**src/rtl/fft_pkg.sv**
```systemverilog
// Shared definitions for the 32-point radix-2 SDF FFT pipeline: sizes, the
// complex sample type, the Q1.14 twiddle table and a DW saturation helper.
package fft_pkg;

    localparam int N    = 32;
    localparam int DW   = 16;
    localparam int TW   = 16;
    localparam int LOGN = $clog2(N);

    typedef struct packed {
        logic signed [DW-1:0] re;
        logic signed [DW-1:0] im;
    } cplx_t;

    typedef struct packed {
        logic signed [TW-1:0] re;
        logic signed [TW-1:0] im;
    } tw_t;

    // W^m = cos(2*pi*m/32) - j*sin(2*pi*m/32) in Q1.14; im already carries the minus sign.
    function automatic tw_t tw(input logic [LOGN-2:0] m);
        tw_t w;
        case (m)
            4'd0:    w = '{re:  16'sd16384, im:   16'sd0};
            4'd1:    w = '{re:  16'sd16069, im:  -16'sd3196};
            4'd2:    w = '{re:  16'sd15137, im:  -16'sd6270};
            4'd3:    w = '{re:  16'sd13623, im:  -16'sd9102};
            4'd4:    w = '{re:  16'sd11585, im: -16'sd11585};
            4'd5:    w = '{re:   16'sd9102, im: -16'sd13623};
            4'd6:    w = '{re:   16'sd6270, im: -16'sd15137};
            4'd7:    w = '{re:   16'sd3196, im: -16'sd16069};
            4'd8:    w = '{re:      16'sd0, im: -16'sd16384};
            4'd9:    w = '{re:  -16'sd3196, im: -16'sd16069};
            4'd10:   w = '{re:  -16'sd6270, im: -16'sd15137};
            4'd11:   w = '{re:  -16'sd9102, im: -16'sd13623};
            4'd12:   w = '{re: -16'sd11585, im: -16'sd11585};
            4'd13:   w = '{re: -16'sd13623, im:  -16'sd9102};
            4'd14:   w = '{re: -16'sd15137, im:  -16'sd6270};
            default: w = '{re: -16'sd16069, im:  -16'sd3196};
        endcase
        return w;
    endfunction

    // Clamp a wide signed value to the DW range.
    function automatic logic signed [DW-1:0] sat_dw(input logic signed [DW+TW:0] v);
        if (&v[DW+TW:DW-1] || ~|v[DW+TW:DW-1])
            return v[DW-1:0];
        return v[DW+TW] ? {1'b1, {(DW-1){1'b0}}} : {1'b0, {(DW-1){1'b1}}};
    endfunction

endpackage

```
**src/rtl/fft_sdf_stage_if.sv**
```systemverilog
// Sample stream into and out of one SDF stage. The upstream side (master)
// drives in_*, the stage (slave) drives out_*.
interface fft_sdf_stage_if #(
    parameter int DW = 16
);
    logic                 in_valid;
    logic signed [DW-1:0] in_r;
    logic signed [DW-1:0] in_i;
    logic                 out_valid;
    logic signed [DW-1:0] out_r;
    logic signed [DW-1:0] out_i;

    modport master (
        output in_valid, in_r, in_i,
        input  out_valid, out_r, out_i
    );

    modport slave (
        input  in_valid, in_r, in_i,
        output out_valid, out_r, out_i
    );
endinterface

```
**src/rtl/fft_twiddle_rom.sv**
```systemverilog
// Combinational twiddle lookup. The stored table is the 32-point one; shorter
// transforms step through it with a stride of 32/N.
module fft_twiddle_rom
    import fft_pkg::*;
#(
    parameter int N  = fft_pkg::N,
    parameter int TW = fft_pkg::TW
) (
    input  logic [$clog2(N)-2:0] m,
    output logic signed [TW-1:0] w_r,
    output logic signed [TW-1:0] w_i
);
    localparam int STEP = 32 / N;

    tw_t w;

    // Table lookup, index scaled onto the 32-point table.
    always_comb begin
        w   = tw((LOGN-1)'(int'(m) * STEP));
        w_r = TW'(w.re);
        w_i = TW'(w.im);
    end

endmodule

```
**src/rtl/fft_sdf_stage.sv**
```systemverilog
// One radix-2 DIF single-path-delay-feedback stage. The first D samples of
// each 2D block are parked in the delay line while the previous block's
// differences are rotated by the twiddle and sent out; the second D samples
// meet their partners at the head of the line, the half-sum goes out and the
// half-difference is parked for the next block.
module fft_sdf_stage #(
    parameter int N     = fft_pkg::N,
    parameter int STAGE = 0,
    parameter int DW    = fft_pkg::DW,
    parameter int TW    = fft_pkg::TW
) (
    input logic             clk,
    input logic             rst,
    fft_sdf_stage_if.slave  bus
);
    localparam int D    = N >> (STAGE + 1);
    localparam int CW   = $clog2(2 * D);
    localparam int MW   = $clog2(N) - 1;
    localparam int PRW  = DW + TW;
    localparam int PW   = PRW + 1;
    localparam int FRAC = TW - 2;
    localparam logic signed [PW-1:0] RND = PW'(1) << (FRAC - 1);

    typedef struct packed {
        logic signed [DW-1:0] re;
        logic signed [DW-1:0] im;
    } samp_t;

    // (a+b)>>>1 at DW+1 bits; the halving keeps the result inside DW.
    function automatic logic signed [DW-1:0] half_add(input logic signed [DW-1:0] a,
                                                      input logic signed [DW-1:0] b);
        logic signed [DW:0] s;
        s = {a[DW-1], a} + {b[DW-1], b};
        return s[DW:1];
    endfunction

    // (a-b)>>>1 at DW+1 bits.
    function automatic logic signed [DW-1:0] half_sub(input logic signed [DW-1:0] a,
                                                      input logic signed [DW-1:0] b);
        logic signed [DW:0] s;
        s = {a[DW-1], a} - {b[DW-1], b};
        return s[DW:1];
    endfunction

    // Round half-up at the Q1.14 point, then clamp to DW.
    function automatic logic signed [DW-1:0] round_sat(input logic signed [PW-1:0] v);
        logic signed [PW-1:0] r;
        r = (v + RND) >>> FRAC;
        if (&r[PW-1:DW-1] || ~|r[PW-1:DW-1])
            return r[DW-1:0];
        return r[PW-1] ? {1'b1, {(DW-1){1'b0}}} : {1'b0, {(DW-1){1'b1}}};
    endfunction

    logic [CW-1:0]         cnt;
    logic                  primed;
    logic                  bfly_ph;
    samp_t                 fifo [D];
    samp_t                 head;
    samp_t                 x;
    samp_t                 sum;
    samp_t                 diff;
    samp_t                 prod;
    samp_t                 push;
    samp_t                 res;
    logic [MW-1:0]         m;
    logic signed [TW-1:0]  w_r;
    logic signed [TW-1:0]  w_i;
    logic signed [PRW-1:0] p_rr;
    logic signed [PRW-1:0] p_ii;
    logic signed [PRW-1:0] p_ri;
    logic signed [PRW-1:0] p_ir;

    // The upper half of the count window is the butterfly phase.
    assign bfly_ph = cnt[CW-1];

    // Twiddle exponent is j<<STAGE with j the position inside the half block.
    if (D == 1) begin : g_m_zero
        assign m = '0;
    end else begin : g_m_pos
        assign m = MW'(cnt[CW-2:0]) << STAGE;
    end

    fft_twiddle_rom #(
        .N  (N),
        .TW (TW)
    ) u_rom (
        .m   (m),
        .w_r (w_r),
        .w_i (w_i)
    );

    // Butterfly, twiddle rotation and the phase-dependent output/push selection.
    always_comb begin
        x.re    = bus.in_r;
        x.im    = bus.in_i;
        head    = fifo[D-1];
        sum.re  = half_add(head.re, x.re);
        sum.im  = half_add(head.im, x.im);
        diff.re = half_sub(head.re, x.re);
        diff.im = half_sub(head.im, x.im);
        p_rr    = PRW'(head.re) * PRW'(w_r);
        p_ii    = PRW'(head.im) * PRW'(w_i);
        p_ri    = PRW'(head.re) * PRW'(w_i);
        p_ir    = PRW'(head.im) * PRW'(w_r);
        prod.re = round_sat({p_rr[PRW-1], p_rr} - {p_ii[PRW-1], p_ii});
        prod.im = round_sat({p_ri[PRW-1], p_ri} + {p_ir[PRW-1], p_ir});
        res     = bfly_ph ? sum  : prod;
        push    = bfly_ph ? diff : x;
    end

    // Sample counter and priming flag; both move only on accepted samples.
    always_ff @(posedge clk) begin
        if (rst) begin
            cnt    <= '0;
            primed <= 1'b0;
        end else if (bus.in_valid) begin
            cnt <= cnt + 1'b1;
            if (cnt == CW'(D - 1))
                primed <= 1'b1;
        end
    end

    // D-deep delay line: new entry at index 0, oldest at D-1.
    always_ff @(posedge clk) begin
        if (rst) begin
            for (int i = 0; i < D; i++)
                fifo[i] <= '0;
        end else if (bus.in_valid) begin
            fifo[0] <= push;
            for (int i = 1; i < D; i++)
                fifo[i] <= fifo[i-1];
        end
    end

    // ---- output register stage ----
    // Registered result; data holds across idle cycles, valid does not.
    always_ff @(posedge clk) begin
        if (rst) begin
            bus.out_valid <= 1'b0;
            bus.out_r     <= '0;
            bus.out_i     <= '0;
        end else begin
            bus.out_valid <= bus.in_valid & primed;
            if (bus.in_valid) begin
                bus.out_r <= res.re;
                bus.out_i <= res.im;
            end
        end
    end

endmodule

```
**src/flat_wrapper.sv**
```systemverilog
// flat-port wrapper written by rule: the top's interface ports become plain ports
module fft_sdf_stage_flat 
#(
    parameter int N     = fft_pkg::N,
    parameter int STAGE = 0,
    parameter int DW    = fft_pkg::DW,
    parameter int TW    = fft_pkg::TW
)
  (clk, rst, bus_in_valid, bus_in_r, bus_in_i, bus_out_valid, bus_out_r, bus_out_i);
  fft_sdf_stage_if #(.DW(DW)) bus_i ();
  input logic clk;
  input logic rst;
  input wire logic [$bits(bus_i.in_valid)-1:0] bus_in_valid;
  input wire logic [$bits(bus_i.in_r)-1:0] bus_in_r;
  input wire logic [$bits(bus_i.in_i)-1:0] bus_in_i;
  output wire logic [$bits(bus_i.out_valid)-1:0] bus_out_valid;
  output wire logic [$bits(bus_i.out_r)-1:0] bus_out_r;
  output wire logic [$bits(bus_i.out_i)-1:0] bus_out_i;
  assign bus_i.in_valid = bus_in_valid;
  assign bus_i.in_r = bus_in_r;
  assign bus_i.in_i = bus_in_i;
  assign bus_out_valid = bus_i.out_valid;
  assign bus_out_r = bus_i.out_r;
  assign bus_out_i = bus_i.out_i;
  fft_sdf_stage #(.N(N), .STAGE(STAGE), .DW(DW), .TW(TW)) u_core (.clk(clk), .rst(rst), .bus(bus_i));
endmodule
```
**config.mk**
```make
export PLATFORM = sky130hd
export DESIGN_NAME = fft_sdf_stage_flat
export DESIGN_NICKNAME = d
export VERILOG_FILES = /design/src/rtl/fft_pkg.sv /design/src/rtl/fft_sdf_stage_if.sv /design/src/rtl/fft_twiddle_rom.sv /design/src/rtl/fft_sdf_stage.sv /design/src/flat_wrapper.sv
export SDC_FILE = /design/constraint.sdc
export NUM_CORES = 2
export LEC_CHECK = 0
export CELL_PAD_IN_SITES_DETAIL_PLACEMENT = 1
export CELL_PAD_IN_SITES_GLOBAL_PLACEMENT = 1
export CORE_ASPECT_RATIO = 1.4
export CORE_MARGIN = 2
export CORE_UTILIZATION = 55
export CTS_CLUSTER_SIZE = 12
export DETAILED_ROUTE_END_ITERATION = 10
export PLACE_DENSITY = 0.93
export SYNTH_ARGS = -nofsm -noshare
export SYNTH_HDL_FRONTEND = slang
export SYNTH_SLANG_ARGS = --single-unit
```
**constraint.sdc**
```tcl
create_clock -name clk -period 51.1 [get_ports clk]
set_input_delay 15.33 -clock clk [delete_from_list [all_inputs] [get_ports clk]]
set_output_delay 15.33 -clock clk [all_outputs]
set_load 0.05 [all_outputs]
```
==> summary.txt <==
Flow run
  – Maxcap violations: 2

Routing
  – DR iter-0 viols: 6768
  – Drt drc: 0
  – Final Routed Wirelength: 257000 µm
  – Via count: about 50k
  – Via density: about 6.6
  – ANT nets after route: 0
  – Drt wl/cell: 33.9 µm
  – First drt pass iteration count: 9

Global route
  – Tot GR Track Use: a little over two fifths
  – First-pass GRT wire length: 375000 µm
  – Grt ovf: 0
  – Pin count of the biggest net entering global routing: between 150 and 200
  – Antenna violations before repair: 31
  – Vias in the first global route: 58.0k

Synthesis
  – Share of the synthesized area in the top cell type: 36.7%
  – Compound-Gate Fraction of Synth Area: 3.63%
  – Yosys reg bits: between 500 and 600
  – Synth area leaders: fa_1, edfxtp_1, inv_1, and2_1, ha_1
  – Adder-Cell Fraction of Synth Area: a little over two fifths
  – Seq/Total Area, Yosys: between 20% and 30%
  – XOR/XNOR Fraction of Synth Area: roughly 1.6%
  – Post-synth ARST share: 0%
  – Synth Area in Simple Gates: roughly 15%
  – EDFF count, synth: between 500 and 600
  – Average size of a mapped cell: around 11 µm²
  – Library cells used by synthesis: 74
  – Syn_nets: about 7.7k
  – Cell Area, Synth: between 0.06 and 0.07 mm²
  – Prevailing post-synth register cell: edfxtp_1
  – Cells after synthesis: roughly 6.1k
  – Warnings from Yosys: 0
  – Yosys top cell by area: fa_1
  – Largest family of logic cells by synthesized area: adder cells
  – Multiplexer share of the synthesized area: 0.329%

STA
  – Final hold viol count: 0
  – Worst hold slack: 0.509 ns
  – Fmax: 0.0503 GHz
  – Final period util: between 30% and 40%
  – Rel. slew slack: -38.2%
  – Measured slew at the worst slew-check pin: around 2.1 ns
  – Final setup viols: 0
  – Pins Over Slew Limit: 6
  – Fin crit period: 19.87 ns
  – Clock skew: 0.108 ns
  – Fin Setup TNS: 0 ns
  – RSZ-0062 raised after global routing: no

Setup path
  – Crit path DAT: ~20 ns
  – Critical path capture point type: flip-flop
  – Crit path max fanout: between 150 and 200
  – WP data required: a little over 50 ns
  – Kind of critical path: in -> reg
  – CP Launch Type: primary input

Die
  – Top-level I/O count: 68
  – Core Region: between 0.1 and 0.15 mm²
  – Starting Density: between 50% and 60%
  – Die Ht: about 410 µm
  – Die footprint: ~0.12 mm²
  – DIE WIDTH: a little under 300 µm
  – Row Count: 148

Placed design
  – Placed insts: between 7k and 8k
  – Port Buffers: between 60 and 70
  – Gp weighted congestion: about 0.86
  – Detailed Place HPWL: 153000 µm

Run status
  – Failing checks: max-capacitance violations, max-slew violations
  – Status: finished with violations

Final layout
  – Fillers: around 12k
  – Layout cells sized above 1: under 10%
  – Final nets: approximately 7.6k
  – Fin util: about three fifths
  – Area of the multi-input gates: 0.0413 mm²
  – Register area: roughly 0.017 mm²
  – Synth-to-layout area growth: 6.01%
  – Final std cells w/o fill: ~7.6k

Clocking
  – Post-CTS Setup Bufs: 0
  – Clk sink count: 581
  – CTS resizes: 0
  – Root buffer cell: clkbuf_16
  – CTS buffer count: 57
  – Clock Tree Buf Depth: 3
  – Worst-Skew Late Latency: between 0.8 and 0.9 ns
  – # hold bufs at CTS: 0
  – Worst-path clk slew: 0.07 ns
  – Htree depth: 2
  – CTS tree: yes

Hold path
  – HP Class: reg -> reg
## logic make-up (layout without fill, tap and decap cells)
kind of cell               count (synthesis)  count (layout)
buffers and inverters                   1645            1597
adders and majority gates               1549            1549
DFF                                      581             581
xor gates and xnor gates                 120             120
other                                      0              32
muxes                                     21              21
and+or+nand+nor                         1809            1809
AOI/OAI and AO/OA                        354             354
## state kept, by name (all words and copies together), names as in the netlist
name / count
u_core.bus.out_i: 16
u_core.bus.out_r: 16
u_core.bus.out_valid: 1
u_core.cnt: 5
u_core.fifo: 512
u_core.primed: 1
u_core.u_rom.w: 30
## critical path, stage by stage
cell and delay (ns):
clkdlybuf4s50_1 0.48, buf_4 0.29, nor2_4 0.15, buf_4 0.34
inv_8 0.74, buf_4 0.94, buf_4 0.93, buf_4 0.70
## worst paths after layout
| check | from | end | slack [ns] | depth (start not counted) |
|---|---|---|---|---|
| setup / recovery | bus_in_valid | u_core.fifo[0][97]$_SDFFCE_PN0P_ | 31.23 | 8 |
| hold reg to reg | u_core.bus.out_r[3]$_SDFFE_PP0P_ | u_core.bus.out_r[3]$_SDFFE_PP0P_ | 0.51 | 2 |
| hold / removal | u_core.bus.out_r[3]$_SDFFE_PP0P_ | u_core.bus.out_r[3]$_SDFFE_PP0P_ | 0.51 | 2 |
| setup reg to reg | u_core.u_rom.w[19]$_DFF_P_ | u_core.bus.out_i[4]$_SDFFE_PP0P_ | 38.82 | 25 |
## metrics by stage
stage               instance area [µm²]  setup slack (ns)
floorplan                         64200             24.25
CTS                               68000             31.37
finish                            68100             31.23
global placement                  66300             30.94
global route                      68000             30.98
detailed placement                66300             30.76
## metal layers
layer  GRT usage [%]  up-vias  share of wire, %
met3            18.0     2519                12
li1                -    18041                 -
met4            42.0       22                13
met5            1.79        -              0.14
met1            43.8    24416                29
met2            67.1     4848                46
## cell usage in the layout (no fill, tap or decap), types with 5 or more instances in the layout
cell type        Yosys  routed
inv_1             1357    1355
fa_1              1178    1178
and2_1             747     747
nand2_1            558     558
edfxtp_1           512     512
ha_1               371     371
nor2b_1            209     208
nor2_1             171     169
xnor2_1             87      87
a21oi_1             86      86
o21ai_0             71      71
buf_4                1      69
clkdlybuf4s50_1      0      66
clkbuf_16            0      57
dfxtp_1             69      55
a21o_1              37      37
xor2_1              33      33
diode_2              0      32
clkbuf_1           278      31
nand2b_1            28      27
nor3_1              27      27
a211oi_1            21      21
mux2i_1             20      20
o31ai_1             19      19
nand3_1             16      16
o21bai_1            16      16
and3_1              14      14
dfxtp_2              0      14
a31oi_1             13      13
or3_1               10      10
o21a_1              10      10
a22o_1              10      10
a22oi_1              9       9
a21boi_0             6       6
or2_2                5       5
nand4_1              5       5
## cells in the mapped netlist, types with 5 or more instances
| cell type | count |
|---|---|
| buf_1 | 5 |
| a21oi_1 | 86 |
| a22o_1 | 10 |
| o31ai_1 | 19 |
| dfxtp_1 | 69 |
| nor3_1 | 27 |
| or3_1 | 10 |
| o21bai_1 | 16 |
| nand2b_1 | 28 |
| mux2i_1 | 20 |
| a211oi_1 | 21 |
| xor2_1 | 33 |
| a22oi_1 | 9 |
| o21ai_0 | 71 |
| a21boi_0 | 6 |
| nor2_1 | 171 |
| and2_1 | 747 |
| nand2_1 | 558 |
| clkbuf_1 | 278 |
| nor2b_1 | 209 |
| edfxtp_1 | 512 |
| a31oi_1 | 13 |
| fa_1 | 1178 |
| nand3_1 | 16 |
| ha_1 | 371 |
| and3_1 | 14 |
| nand4_1 | 5 |
| o21a_1 | 10 |
| xnor2_1 | 87 |
| a21o_1 | 37 |
| inv_1 | 1357 |
| or2_2 | 5 |
## layout make-up
cell class / instances / share of cell area, %
antenna: 32 / 0.118
clock buffer: 90 / 2.31
clock inverter: 10 / 0.208
inverter: 1359 / 7.50
multi-input combinational: 3853 / 60.7
sequential: 581 / 24.6
tap: 1500 / 2.76
timing repair buffer: 138 / 1.80
Power is left out: the tool's default activity adds up to more than one toggle a clock period on the data nets, which glitch-free logic cannot reach.
